`src/rtl/bp_stream_host_mmio.sv`:
```
// bp_stream_host_mmio: host-side endpoint of the 32-bit MMIO stream link.
// Consumes address/data command pairs, decodes the fixed host address map
// (putchar, getchar, finish, status) and returns 64-bit read responses as two
// words, low word first.
// Optional: define BP_STREAM_HOST_CYCLE_CTR_EN to add a 64-bit cycle counter
// that can be read at 32'h0010_4000.
module bp_stream_host_mmio #(
    parameter int          stream_data_width_p = 32,
    parameter logic [31:0] getchar_addr_p      = 32'h0010_0000,
    parameter logic [31:0] putchar_addr_p      = 32'h0010_1000,
    parameter logic [31:0] finish_addr_p       = 32'h0010_2000,
    parameter logic [31:0] status_addr_p       = 32'h0010_3000
) (
    input  logic                           clk_i,
    input  logic                           reset_n_i,
    input  logic                           stream_v_i,
    input  logic [stream_data_width_p-1:0] stream_data_i,
    output logic                           stream_yumi_o,
    output logic                           stream_v_o,
    output logic [stream_data_width_p-1:0] stream_data_o,
    input  logic                           stream_ready_i,
    output logic                           tx_v_o,
    output logic [7:0]                     tx_data_o,
    input  logic                           tx_ready_i,
    input  logic                           rx_v_i,
    input  logic [7:0]                     rx_data_i,
    output logic                           rx_yumi_o,
    output logic                           finish_o,
    output logic [7:0]                     finish_code_o
);

    // The link and address map are defined for 32-bit words only.
    if (stream_data_width_p != 32) begin : g_bad_width
        $error("bp_stream_host_mmio: stream_data_width_p must be 32");
    end

`ifdef BP_STREAM_HOST_CYCLE_CTR_EN
    localparam logic [31:0] CycleAddr = 32'h0010_4000;
    logic [63:0] ctr_q;

    // Free-running cycle counter; wraps naturally at 2^64.
    always_ff @(posedge clk_i) begin
        if (!reset_n_i) ctr_q <= '0;
        else            ctr_q <= ctr_q + 64'd1;
    end
`endif

    typedef enum logic [1:0] {e_addr, e_data, e_resp_lo, e_resp_hi} state_e;

    state_e      state_q, state_d;
    logic [31:0] addr_q, addr_d;
    logic [31:0] lo_q, lo_d, hi_q, hi_d;
    logic        finish_q, finish_d;
    logic [7:0]  code_q, code_d;

    // State and datapath registers; reset drops any partial command.
    always_ff @(posedge clk_i) begin
        if (!reset_n_i) begin
            state_q  <= e_addr;
            addr_q   <= '0;
            lo_q     <= '0;
            hi_q     <= '0;
            finish_q <= 1'b0;
            code_q   <= '0;
        end else begin
            state_q  <= state_d;
            addr_q   <= addr_d;
            lo_q     <= lo_d;
            hi_q     <= hi_d;
            finish_q <= finish_d;
            code_q   <= code_d;
        end
    end

    // Command decode, response capture and handshake outputs.
    always_comb begin
        state_d       = state_q;
        addr_d        = addr_q;
        lo_d          = lo_q;
        hi_d          = hi_q;
        finish_d      = finish_q;
        code_d        = code_q;
        stream_yumi_o = 1'b0;
        stream_v_o    = 1'b0;
        stream_data_o = lo_q;
        tx_v_o        = 1'b0;
        tx_data_o     = stream_data_i[7:0];
        rx_yumi_o     = 1'b0;

        unique case (state_q)
            e_addr: begin
                stream_yumi_o = stream_v_i;
                if (stream_v_i) begin
                    addr_d  = stream_data_i;
                    state_d = e_data;
                end
            end
            e_data: begin
                if (addr_q == putchar_addr_p) begin
                    // Data word is held until the UART accepts the byte.
                    tx_v_o        = stream_v_i;
                    stream_yumi_o = stream_v_i & tx_ready_i;
                    if (stream_yumi_o) state_d = e_addr;
                end else if (addr_q == finish_addr_p) begin
                    stream_yumi_o = stream_v_i;
                    if (stream_v_i) begin
                        if (!finish_q) begin
                            finish_d = 1'b1;
                            code_d   = stream_data_i[7:0];
                        end
                        state_d = e_addr;
                    end
                end else if (addr_q == getchar_addr_p) begin
                    stream_yumi_o = stream_v_i;
                    if (stream_v_i) begin
                        rx_yumi_o = rx_v_i;
                        lo_d      = rx_v_i ? {24'b0, rx_data_i} : 32'hFFFF_FFFF;
                        hi_d      = rx_v_i ? 32'h0 : 32'hFFFF_FFFF;
                        state_d   = e_resp_lo;
                    end
                end else if (addr_q == status_addr_p) begin
                    stream_yumi_o = stream_v_i;
                    if (stream_v_i) begin
                        lo_d    = {22'b0, code_q, finish_q, rx_v_i};
                        hi_d    = 32'h0;
                        state_d = e_resp_lo;
                    end
`ifdef BP_STREAM_HOST_CYCLE_CTR_EN
                end else if (addr_q == CycleAddr) begin
                    stream_yumi_o = stream_v_i;
                    if (stream_v_i) begin
                        lo_d    = ctr_q[31:0];
                        hi_d    = ctr_q[63:32];
                        state_d = e_resp_lo;
                    end
`endif
                end else begin
                    // Unknown address: treated as a write and dropped.
                    stream_yumi_o = stream_v_i;
                    if (stream_v_i) state_d = e_addr;
                end
            end
            e_resp_lo: begin
                stream_v_o    = 1'b1;
                stream_data_o = lo_q;
                if (stream_ready_i) state_d = e_resp_hi;
            end
            e_resp_hi: begin
                stream_v_o    = 1'b1;
                stream_data_o = hi_q;
                if (stream_ready_i) state_d = e_addr;
            end
            default: state_d = e_addr;
        endcase

        // Nothing handshakes while reset is held.
        if (!reset_n_i) begin
            stream_yumi_o = 1'b0;
            stream_v_o    = 1'b0;
            tx_v_o        = 1'b0;
            rx_yumi_o     = 1'b0;
        end
    end

    assign finish_o      = finish_q;
    assign finish_code_o = code_q;

endmodule

```
`config.mk`:
```
export PLATFORM = sky130hd
export DESIGN_NAME = bp_stream_host_mmio
export DESIGN_NICKNAME = d
export VERILOG_FILES = /design/src/rtl/bp_stream_host_mmio.sv
export SDC_FILE = /design/constraint.sdc
export NUM_CORES = 1
export LEC_CHECK = 0
export CAP_MARGIN = 30
export CORE_MARGIN = 10
export CORE_UTILIZATION = 41
export CTS_BUF_LIST = sky130_fd_sc_hd__clkbuf_4
export DETAILED_ROUTE_END_ITERATION = 8
export PLACE_DENSITY = 0.78
export SLEW_MARGIN = 20
export SYNTH_ARGS = -nofsm -noshare
export SYNTH_HDL_FRONTEND = slang
export SYNTH_SLANG_ARGS = --single-unit
export TNS_END_PERCENT = 100
```
`constraint.sdc`:
```
create_clock -name clk_i -period 2.15 [get_ports clk_i]
set_clock_uncertainty 0.05 [all_clocks]
set_input_delay 0.43 -clock clk_i [delete_from_list [all_inputs] [get_ports clk_i]]
set_output_delay 0.43 -clock clk_i [all_outputs]
set_load 0.01 [all_outputs]
```
* Word level (Yosys, flattened, before mapping)
Cells that the tools add are included.
** Word-level totals
- Output and inout port bits :: 53
- Logic and storage cells :: 67
- Input port bits :: 46
- Bits in registers :: 107
** Operators by class
- Reductions and logical operators :: 8
- Equality and inequality tests :: 13
- Muxes and demuxes :: 36
- Bitwise logic cells :: 4
** Operators with widths (number)
- $mux 32 :: 11
- $eq 32x21->1 const B :: 4
- $mux 2 :: 10
- $mux 1 :: 13
- $ne 2x2->1 const B :: 5
- $pmux 2 s4 :: 1
- $reduce_and 4->1 :: 2
- $reduce_and 6->1 :: 1
- $reduce_and 5->1 :: 1
- $eq 2x2->1 const B :: 2
- $ne 3x3->1 const B :: 1
- $not 1->1 :: 3
- $eq 2x1->1 const B :: 1
- $logic_not 2->1 :: 1
- $pmux 1 s2 :: 1
- $reduce_and 2->1 :: 1
- $reduce_bool 2->1 :: 1
- $reduce_or 2->1 :: 1
- $and 1x1->1 :: 1

* Depth between registers and ports, before layout
Gate-level depths: netlist (run 1).
- Depth in word-level cells :: 6
- Depth in mapped cells :: 6
- Gate-level depth less buffers :: 4

* Worst setup path after synthesis (run 1)
No wires, ideal clock.
- Path kind :: register to output
- Start point :: reg addr_q[0]
- End point :: out stream_yumi_o
- Setup slack :: -0.148 ns
- Stages on the path, launching flop included :: 6
- Buffers on the path :: 1
- Arrival :: 1.818 ns
- Data required time :: 1.670 ns
- Path through :: dfxtp_1 or4_4 or3_4 clkbuf_1 nor3_1 a31oi_1
** On the way
- Longest elaborated chain between the ends :: 4
** Ends and longest elaborated chain
- start: declaration :: line 51 : logic [31:0] addr_q, addr_d;
- start signal: assignment :: line 67 : addr_q <= addr_d;
- $eq 32x21->1 :: line 99 : if (addr_q == putchar_addr_p) begin
- $mux 1 :: line 99
- $pmux 1 s2 :: line 90 : unique case (state_q)
- $mux 1 :: line 157 : if (!reset_n_i) begin
- end: declaration :: line 18 : output logic stream_yumi_o,
No other way between the ends.

* Worst setup path in the final report (run 1)
- Start point :: reg addr_q[0]
- End point :: out tx_v_o
** On the way
- Longest elaborated chain between the ends :: 4
** Ends and longest elaborated chain
- $eq 32x21->1 :: line 99
- $mux 1 :: line 99
- $mux 1 :: line 90
- $mux 1 :: line 157
- end: declaration :: line 22 : output logic tx_v_o,
No other way between the ends.

==> results.sh, run 1 <==
export IMPL_status="complete, but fails checks"
export IMPL_violations="setup timing"
export IMPL_drc_errors=0
export IMPL_layout_drive_gt1_share=0.162
export IMPL_syn_area_per_cell_um2=7.96
export IMPL_nNetsFinal=465
export IMPL_io_pins=99
export IMPL_yosysTopAreaCell="dfxtp_1"
export IMPL_r2r_slack_ns=-0.15
export IMPL_path_buf_inv=1
export IMPL_rows=29
export IMPL_die_area_um2=9980
export IMPL_initial_core_util=0.417
export IMPL_arrival_ns=2.11
export IMPL_vdd_ir_drop_worst_v=0.000282
export IMPL_ys_warn_count=0
export IMPL_crit_end="tx_v_o"
export IMPL_insertedDiodeCount=0
export IMPL_required_ns=1.67
export IMPL_crit_start="addr_q[0]$_SDFFE_PN0P_"
export IMPL_antenna_left=0
export IMPL_hold_class="reg -> reg"
export IMPL_slowest_delay_ns=0.56
export IMPL_crit_fanout=3
export IMPL_htree_num_levels=2
export IMPL_vias=2620
export IMPL_path_class="reg -> out"
export IMPL_drv_cap=0
export IMPL_setup_viol=12
export IMPL_syn_num_nets=375
export IMPL_p_leak_nw=1.67
export IMPL_path_cells="or4_4 > nor3_4 > nand2_2 > nor3_1 > clkdlybuf4s15_2"
export IMPL_postCtsHoldBufs=0
export IMPL_fin_setup_tns_ns=-1.89
export IMPL_slowest_stage="or4_4"
export IMPL_hold_start="addr_q[29]$_SDFFE_PN0P_"
export IMPL_regToRegEndpoint="state_q[0]$_SDFFE_PN0P_"
export IMPL_grt_overflow=0
export IMPL_max_freq_mhz=386
export IMPL_cp_end_kind="output port"
export IMPL_yosys_most_used_dff="dfxtp_1"
export IMPL_clk_pin_slew_worst_paths_ns=0.16
export IMPL_groute_usage_overall=0.147
export IMPL_start_kind="flop"
export IMPL_cts_buffers=5
export IMPL_clock_sinks=54
export IMPL_r2r_start="addr_q[0]$_SDFFE_PN0P_"
export IMPL_reg2regPathDepth=5
export IMPL_gp_congestion=0.794
export IMPL_final_area_um2=3860
export IMPL_placed_area_um2=3690
export IMPL_ys_ff_latch=54
export IMPL_grt_pass1_vias=2566
export IMPL_setup_ws_ns=-0.441
export IMPL_slew_headroom=0.708
export IMPL_slew_violations=0
export IMPL_firstDrtPassIters=4
export IMPL_numPortBuffers=98
export IMPL_ctsRootBufferMaster="clkbuf_4"
export IMPL_cts_tree="yes"
export IMPL_crit_cells=5
export IMPL_holdWs_ns=0.418
export IMPL_grt_pass1_wl_um=12200
export IMPL_period_needed_ns=2.59
export IMPL_synth_common_cells="nand2_1 (88), dfxtp_1 (54), a21oi_1 (44)"
export IMPL_drt_iter0_drc=68
export IMPL_viasPerCell=5.27
export IMPL_insertion_delay_ns=0.37
export IMPL_ys_seq_area_frac=0.413
export IMPL_place_detailed_hpwl_um=6000
export IMPL_die_height_um=99.9
export IMPL_antenna_found_initial=0
export IMPL_period_share=1.20
export IMPL_yosysTopAreaCellShare=0.413
export IMPL_synthesis_area_um2=2620
export IMPL_clockBufferDepth=2
export IMPL_netlist_instances=329
export IMPL_critPathTopFamily="simple AND/OR/NAND/NOR gates"
export IMPL_power_density_nw_per_um2=520
export IMPL_yosysUniqueCellTypes=36
export IMPL_ys_top_cells_by_area="dfxtp_1 (41%), nand2_1 (13%), buf_4 (8.6%)"
export IMPL_synth_edf_count=0
export IMPL_hold_viol=0
export IMPL_yosysMostFrequentCell="nand2_1"
export IMPL_fill_cells=525
export IMPL_area_delta_synth_final_pct=47.5
export IMPL_async_flop_share=0
export IMPL_fp_dieW_um=99.9
export IMPL_rsz0062_at_grt="yes"
export IMPL_core_um2=6280
export IMPL_grt_max_degree=33
export IMPL_wl_per_cell_um=15.8
export IMPL_worst_slew_pin_slew_ns=0.437
export IMPL_finalWirelength_um=7840
-- repair_timing --
item                                    4_1_cts  5_1_grt
pin swaps                                     4        4
endpoints found under the setup margin       23       31
gates resized for setup                      28       25
gates cloned                                  1        0
buffers inserted                              1        1
-- final cells by class --
type | count | area [um^2] | share of cell area
repair buffers | 132 | 1290 | 0.333
well taps | 77 | 96.3 | 0.0249
clock buffers | 5 | 37.5 | 0.00972
flip-flops and latches | 54 | 1090 | 0.283
multi-input cells | 223 | 1320 | 0.341
inverters | 3 | 11.3 | 0.00292
clock inverters | 3 | 20.0 | 0.00518
-- sequential cells by signal, indices dropped and copies added (netlist names), named ones only --
| signal | cells |
|---|---|
| hi_q | 1 |
| lo_q | 10 |
| finish_o | 1 |
| state_q | 1 |
| finish_code_o | 8 |
| addr_q | 32 |
-- logic make-up (layout without fill, tap and decap cells) --
group	Yosys count	after routing	synth area share
simple gates	131	132	0.237
mux	9	9	0.0344
xor+xnor	2	2	0.00669
compound gates	80	80	0.190
buf+inv	53	143	0.119
flops	54	54	0.413
-- layer usage --
layer  GRT usage  part of all wire  vias up
met3      0.0549             0.076        8
li1            -                 -     1299
met5           0                 0        -
met2       0.259              0.50       88
met4      0.0430             0.016        0
met1       0.161              0.41     1225
-- layout by cell type, fill, tap and decap left out, drive strengths merged, types with 2 or more instances in the layout --
cell type / netlist / layout
dlymetal6s2s: 0 / 10
nand2: 88 / 88
a21o: 10 / 10
inv: 2 / 3
or4: 5 / 5
o21ai: 2 / 2
nand3: 3 / 3
a31oi: 2 / 2
nor3: 5 / 5
o21a: 2 / 2
clkdlybuf4s50: 0 / 83
o31ai: 9 / 9
o2bb2ai: 2 / 2
clkinv: 1 / 2
nand4: 4 / 4
clkbuf: 20 / 5
dfxtp: 54 / 54
mux2i: 9 / 9
a21oi: 44 / 44
buf: 30 / 36
nor2: 9 / 9
and3: 2 / 3
xnor2: 2 / 2
o311ai: 8 / 8
dlygate4sd2: 0 / 2
nor4: 6 / 6
-- worst register-to-register path, stage by stage, from the launching register on --
cell     delay (ns)
dfxtp_2        0.35
or4_4          0.56
or3_4          0.42
buf_4          0.21
or4_1          0.48
a21oi_1        0.17
-- per-stage QoR --
step,power (W),std cells,setup slack [ns],utilization
after floorplan,0.00131,329,-0.0412,-
after global routing,0.00210,497,-0.513,0.615
after detailed placement,0.00155,486,-0.432,0.588
after global placement,0.00154,486,-0.365,0.588
final,0.00201,497,-0.441,0.615
after CTS,0.00201,496,-0.487,0.605
-- how the worst min path moves through the flow --
stage,cells past startpoint,slack [ns],end
after detailed placement,2,0.40,addr_q[29]$_SDFFE_PN0P_
final,2,0.42,addr_q[29]$_SDFFE_PN0P_
after global routing,2,0.44,addr_q[20]$_SDFFE_PN0P_
after CTS,2,0.42,addr_q[21]$_SDFFE_PN0P_
after floorplan,2,0.38,addr_q[10]$_SDFFE_PN0P_
after global placement,2,0.39,addr_q[10]$_SDFFE_PN0P_
-- power by group --
part	internal [W]	switching [W]	total [W]
logic	0.000247	0.000236	0.000483
registers	0.00104	0.0000277	0.00107
clock network	0.000129	0.000323	0.000451
total	0.00142	0.000587	0.00201
No activity file was read; power rests on OpenSTA's default activity.
==> inputs of run 2 (changes only) <==
--- a/config.mk
+++ b/config.mk
@@ -7,10 +7,10 @@
 export LEC_CHECK = 0
 export CAP_MARGIN = 30
 export CORE_MARGIN = 10
-export CORE_UTILIZATION = 41
+export CORE_UTILIZATION = 45
 export CTS_BUF_LIST = sky130_fd_sc_hd__clkbuf_4
 export DETAILED_ROUTE_END_ITERATION = 8
-export PLACE_DENSITY = 0.78
+export PLACE_DENSITY = 0.81
 export SLEW_MARGIN = 20
 export SYNTH_ARGS = -nofsm -noshare
 export SYNTH_HDL_FRONTEND = slang
==> constraint.sdc (replaced) <==
create_clock -name clk_i -period 2.91 [get_ports clk_i]
set_clock_uncertainty 0.05 [all_clocks]
set_input_delay 0.582 -clock clk_i [delete_from_list [all_inputs] [get_ports clk_i]]
set_output_delay 0.582 -clock clk_i [all_outputs]
set_load 0.01 [all_outputs]
==> run 2 against run 1 <==
Effect of this change:
- the flow now finishes without violations
- via count down 4.9%
- hold slack worse by 0.0030 ns
- combinational power shrank 39%
- cell area down 7.7%
- utilization up 2.4 points
- worst setup slack improved by 0.56 ns
- total power decreased by 30%
- die area shrank 7.1%
- register-to-register slack improved by 0.79 ns
==> results.sh, run 2 (synthesis results as in run 1) <==
export IMPL_status="finished, final reports clean"
export IMPL_power_share_switching=0.277
export IMPL_postCtsHoldBufs=0
export IMPL_setup_viol=0
export IMPL_r2r_start="addr_q[0]$_SDFFE_PN0P_"
export IMPL_die_height_um=96.3
export IMPL_clockBufferDepth=2
export IMPL_grt_pass1_vias=2470
export IMPL_met1_usage=0.168
export IMPL_arrival_ns=2.16
export IMPL_grt_util_met3=0.0630
export IMPL_firstDrtPassIters=4
export IMPL_max_freq_mhz=359
export IMPL_start_kind="flop"
export IMPL_cts_setup_buffers=0
export IMPL_core_um2=5570
export IMPL_groute_usage_overall=0.151
export IMPL_drt_iter0_drc=148
export IMPL_final_util=0.640
export IMPL_r2r_slack_ns=0.64
export IMPL_fin_cells=470
export IMPL_layout_commonest_cell="clkdlybuf4s50_1"
export IMPL_insertion_delay_ns=0.36
export IMPL_finalWirelength_um=7170
export IMPL_drv_cap=0
export IMPL_required_ns=2.28
export IMPL_gp_congestion=0.786
export IMPL_finalPower_w=0.00140
export IMPL_crit_end="stream_yumi_o"
export IMPL_grt_overflow=0
export IMPL_crit_start="addr_q[0]$_SDFFE_PN0P_"
export IMPL_fill_cells=486
export IMPL_share_comb_of_total_power=0.210
export IMPL_grt_max_degree=34
export IMPL_cts_buffers=5
export IMPL_viasPerCell=5.30
export IMPL_htree_num_levels=2
export IMPL_period_share=0.958
export IMPL_switchingPower_w=0.000389
export IMPL_holdWs_ns=0.415
export IMPL_power_density_nw_per_um2=394
export IMPL_period_needed_ns=2.79
export IMPL_antenna_found_initial=0
export IMPL_rows=27
export IMPL_fin_setup_tns_ns=0
export IMPL_p_leak_nw=1.35
export IMPL_cp_end_kind="output port"
export IMPL_fp_dieW_um=96.3
export IMPL_layout_drive_gt1_share=0.0779
export IMPL_reg2regPathDepth=6
export IMPL_path_class="reg -> out"
export IMPL_rsz0062_at_grt="no"
export IMPL_regArea_um2=1080
export IMPL_hold_viol=0
export IMPL_grt_pass1_wl_um=11400
export IMPL_wl_per_cell_um=15.3
export IMPL_hold_class="reg -> reg"
export IMPL_worst_slew_pin_slew_ns=0.692
export IMPL_io_pins=99
export IMPL_area_delta_synth_final_pct=36.2
export IMPL_clk_pin_slew_worst_paths_ns=0.13
export IMPL_antenna_left=0
export IMPL_vias=2492
export IMPL_clockPowerShare=0.224
export IMPL_seqPwrFrac=0.565
export IMPL_met2_usage=0.261
export IMPL_place_detailed_hpwl_um=5640
export IMPL_initial_core_util=0.470
export IMPL_crit_fanout=3
export IMPL_clock_sinks=54
export IMPL_nNetsFinal=443
export IMPL_top_usage_layer="met2"
export IMPL_numPortBuffers=98
export IMPL_multi_input_area_um2=1260
export IMPL_regToRegEndpoint="finish_code_o[1]$_SDFFE_PN0P_"
export IMPL_vdd_ir_drop_worst_v=0.000303
export IMPL_largest_reg_flops=32
export IMPL_largest_register="addr_q"
export IMPL_insertedDiodeCount=0
export IMPL_final_cell_mix="clkdlybuf4s50_1 (95), nand2_1 (88), dfxtp_1 (54)"
export IMPL_slew_headroom=0.535
export IMPL_intPower_w=0.00101
export IMPL_cts_tree="yes"
export IMPL_die_area_um2=9270
export IMPL_ctsRootBufferMaster="clkbuf_4"
export IMPL_slew_violations=0
export IMPL_place_inst=462
export IMPL_drc_errors=0
-- run 2: how the worst min path moves through the flow --
| stage | to | cells after the start | start |
|---|---|---|---|
| 2_1_floorplan | addr_q[10]$_SDFFE_PN0P_ | 2 | addr_q[10]$_SDFFE_PN0P_ |
| 4_1_cts | addr_q[29]$_SDFFE_PN0P_ | 2 | addr_q[29]$_SDFFE_PN0P_ |
| 3_5_place_dp | addr_q[9]$_SDFFE_PN0P_ | 2 | addr_q[9]$_SDFFE_PN0P_ |
| 6_report | addr_q[2]$_SDFFE_PN0P_ | 2 | addr_q[2]$_SDFFE_PN0P_ |
| 3_3_place_gp | addr_q[7]$_SDFFE_PN0P_ | 2 | addr_q[7]$_SDFFE_PN0P_ |
| 5_1_grt | addr_q[21]$_SDFFE_PN0P_ | 2 | addr_q[21]$_SDFFE_PN0P_ |
-- run 2: cell type report --
cell class,count,area share
Multi-Input combinational cell,222,0.353
Sequential cell,54,0.303
Timing Repair Buffer,111,0.301
Tap cell,72,0.0253
Clock buffer,6,0.0126
Inverter,3,0.00316
Clock inverter,2,0.00246
-- run 2: worst max-delay path: stages, from the launching register on --
cell and delay (ns):
dfxtp_1 0.34, or4_4 0.57, or3_4 0.43, nor3_4 0.20, a31oi_1 0.11, clkbuf_2 0.15
-- run 2: stage by stage --
step / worst slack [ns] / instance area, um^2
6_report: 0.122 / 3570
2_1_floorplan: 0.460 / 2620
4_1_cts: 0.00593 / 3560
3_5_place_dp: 0.0525 / 3490
5_1_grt: 0.0107 / 3570
3_3_place_gp: 0.116 / 3490
-- run 2: repair_timing --
action	4_1_cts	5_1_grt
pin swaps	0	0
setup endpoints to repair	3	3
resized for setup	8	4
-- run 2: power by group through the flow --
stage          Combinational (W)  Sequential, W  Clock (W)
5_1_grt                 0.000326       0.000799   0.000357
3_3_place_gp            0.000279       0.000808          0
6_report                0.000295       0.000793   0.000315
4_1_cts                 0.000292       0.000794   0.000327
3_5_place_dp            0.000285       0.000810          0
2_1_floorplan           0.000165       0.000801          0
-- run 2: routing by layer --
layer / share of wire / wire length [um]
met5: 0 / 0
met4: 0.0091 / 65
met3: 0.11 / 793
met2: 0.48 / 3440
met1: 0.40 / 2880
==> inputs of run 3 (changes only) <==
--- a/config.mk
+++ b/config.mk
@@ -7,10 +7,10 @@
 export LEC_CHECK = 0
 export CAP_MARGIN = 30
 export CORE_MARGIN = 10
-export CORE_UTILIZATION = 45
+export CORE_UTILIZATION = 41
 export CTS_BUF_LIST = sky130_fd_sc_hd__clkbuf_4
 export DETAILED_ROUTE_END_ITERATION = 8
-export PLACE_DENSITY = 0.81
+export PLACE_DENSITY = 0.78
 export SLEW_MARGIN = 20
 export SYNTH_ARGS = -nofsm -noshare
 export SYNTH_HDL_FRONTEND = slang
==> constraint.sdc (replaced) <==
create_clock -name clk_i -period 2.3 [get_ports clk_i]
set_clock_uncertainty 0.05 [all_clocks]
set_input_delay 0.46 -clock clk_i [delete_from_list [all_inputs] [get_ports clk_i]]
set_output_delay 0.46 -clock clk_i [all_outputs]
set_load 0.01 [all_outputs]
==> run 3 against run 2 <==
Effect of this change:
- the run now ends with setup timing left
- register-to-register slack got worse by 0.60 ns
- die area grew 7.7%
- hold slack gained 0.00096 ns
- utilization decreased by 4.2 points
- clock power rose by 27%
- non-clock buffer count up 18
- largest power group unchanged
- global-route usage fell by 0.61 points
- total power rose by 30%
- count of clock-buffer cells in the layout decreased by 1
- highest routed layer unchanged
- sequential power is 26% higher
- cell count grew 5.1%
- sequential share of layout area down 1.3 points
==> results.sh, run 3 (synthesis results as in run 1) <==
export IMPL_firstDrtPassIters=4
export IMPL_gp_congestion=0.832
export IMPL_share_comb_of_total_power=0.233
export IMPL_period_needed_ns=2.58
export IMPL_regArea_um2=1090
export IMPL_crit_end="stream_yumi_o"
export IMPL_viasPerCell=5.26
export IMPL_reg2regPathDepth=5
export IMPL_hold_viol=0
export IMPL_setup_viol=3
export IMPL_grt_pass1_wl_um=12200
export IMPL_rsz0062_at_grt="yes"
export IMPL_drv_cap=0
export IMPL_fin_cells=494
export IMPL_layout_commonest_cell="clkdlybuf4s50_1"
export IMPL_layout_drive_gt1_share=0.142
export IMPL_drt_iter0_drc=92
export IMPL_intPower_w=0.00131
export IMPL_die_height_um=99.9
export IMPL_slew_headroom=0.758
export IMPL_place_inst=483
export IMPL_placed_area_um2=3650
export IMPL_crit_start="addr_q[3]$_SDFFE_PN0P_"
export IMPL_finalPower_w=0.00183
export IMPL_antenna_left=0
export IMPL_path_buf_inv=1
export IMPL_grt_pass1_vias=2555
export IMPL_required_ns=1.79
export IMPL_core_um2=6280
export IMPL_largest_reg_flops=32
export IMPL_start_kind="flop"
export IMPL_numPortBuffers=98
export IMPL_cts_tree="yes"
export IMPL_htree_num_levels=2
export IMPL_crit_cells=5
export IMPL_cp_end_kind="output port"
export IMPL_wl_per_cell_um=14.9
export IMPL_cts_buffers=5
export IMPL_clk_pin_slew_worst_paths_ns=0.15
export IMPL_drc_errors=0
export IMPL_final_cell_mix="clkdlybuf4s50_1 (94), nand2_1 (86), dfxtp_1 (51)"
export IMPL_seqPwrFrac=0.548
export IMPL_groute_usage_overall=0.145
export IMPL_path_class="reg -> out"
export IMPL_power_density_nw_per_um2=487
export IMPL_arrival_ns=2.07
export IMPL_final_area_um2=3750
export IMPL_die_area_um2=9980
export IMPL_period_share=1.12
export IMPL_ctsRootBufferMaster="clkbuf_4"
export IMPL_r2r_start="addr_q[3]$_SDFFE_PN0P_"
export IMPL_antenna_found_initial=1
export IMPL_violations="setup timing"
export IMPL_vias=2597
export IMPL_slowest_stage="or4_4"
export IMPL_largest_register="addr_q"
export IMPL_pre_cts_slack_ns=-0.279
export IMPL_rows=29
export IMPL_multi_input_area_um2=1280
export IMPL_area_delta_synth_final_pct=43.2
export IMPL_status="complete, but fails checks"
export IMPL_crit_fanout=3
export IMPL_critPathTopFamily="simple AND/OR/NAND/NOR gates"
export IMPL_finalWirelength_um=7370
export IMPL_postCtsHoldBufs=0
export IMPL_clockBufferDepth=2
export IMPL_grt_overflow=0
export IMPL_setup_ws_ns=-0.284
export IMPL_regToRegEndpoint="state_q[0]$_SDFFE_PN0P_"
export IMPL_power_share_switching=0.283
export IMPL_path_cells="or4_4 > or3_4 > nor3_4 > a31oi_1 > buf_2"
export IMPL_clock_sinks=54
export IMPL_p_leak_nw=1.45
export IMPL_final_util=0.598
export IMPL_switchingPower_w=0.000517
export IMPL_grt_max_degree=33
export IMPL_fill_cells=550
export IMPL_slowest_delay_ns=0.56
export IMPL_slew_violations=0
export IMPL_hold_class="reg -> reg"
export IMPL_fp_dieW_um=99.9
export IMPL_vdd_ir_drop_worst_v=0.000279
export IMPL_place_detailed_hpwl_um=5930
export IMPL_io_pins=99
export IMPL_nNetsFinal=461
export IMPL_max_freq_mhz=387
export IMPL_insertion_delay_ns=0.36
export IMPL_initial_core_util=0.417
export IMPL_clockPowerShare=0.219
export IMPL_worst_slew_pin_slew_ns=0.359
export IMPL_r2r_slack_ns=0.04
-- run 3: what timing repair did --
| action | CTS | global route |
|---|---|---|
| cloned | 0 | 0 |
| setup endpoints to repair | 14 | 17 |
| resized for setup | 20 | 7 |
| pin swaps | 2 | 1 |
| buffers inserted | 1 | 1 |
-- run 3: power groups by stage --
stage               Sequential, W  Combinational [W]  Clock [W]
floorplan                 0.00101           0.000209          0
global placement          0.00102           0.000408          0
detailed placement        0.00102           0.000413          0
CTS                       0.00100           0.000421   0.000410
global route              0.00101           0.000468   0.000453
finish                    0.00100           0.000426   0.000400
-- run 3: worst min-delay path by stage --
stage               depth (start not counted)                      end               startpoint
floorplan                                   2  addr_q[10]$_SDFFE_PN0P_  addr_q[10]$_SDFFE_PN0P_
global placement                            2   addr_q[7]$_SDFFE_PN0P_   addr_q[7]$_SDFFE_PN0P_
detailed placement                          2  addr_q[18]$_SDFFE_PN0P_  addr_q[18]$_SDFFE_PN0P_
CTS                                         2   addr_q[3]$_SDFFE_PN0P_   addr_q[3]$_SDFFE_PN0P_
global route                                2  addr_q[23]$_SDFFE_PN0P_  addr_q[23]$_SDFFE_PN0P_
finish                                      2  addr_q[28]$_SDFFE_PN0P_  addr_q[28]$_SDFFE_PN0P_
-- run 3: metal layers --
metal | global-route usage | vias to the layer above | part of all wire
li1 | - | 1294 | -
met1 | 0.163 | 1206 | 0.39
met2 | 0.245 | 85 | 0.49
met3 | 0.0529 | 12 | 0.091
met4 | 0.0540 | 0 | 0.023
met5 | 0 | - | 0
-- run 3: worst min-delay path: stages (launching register included) --
cell and delay, ns:
dfxtp_1 0.34, nand2_1 0.05, a21oi_1 0.05
-- run 3: area by class of cell --
class,count,share of cell area
inverter,3,0.00300
clock inverter,3,0.00434
multi-input combinational,222,0.341
tap,77,0.0257
timing repair buffer,129,0.326
antenna,1,0.000667
clock buffer,5,0.0100
sequential,54,0.290
-- run 3: metrics by stage --
| step | TNS (ns) | hold WS, ns |
|---|---|---|
| final | -0.540 | 0.416 |
| after global routing | -0.878 | 0.438 |
| after CTS | -0.833 | 0.415 |
| after detailed placement | -0.808 | 0.399 |
| after global placement | -0.731 | 0.390 |
| after floorplan | 0 | 0.381 |
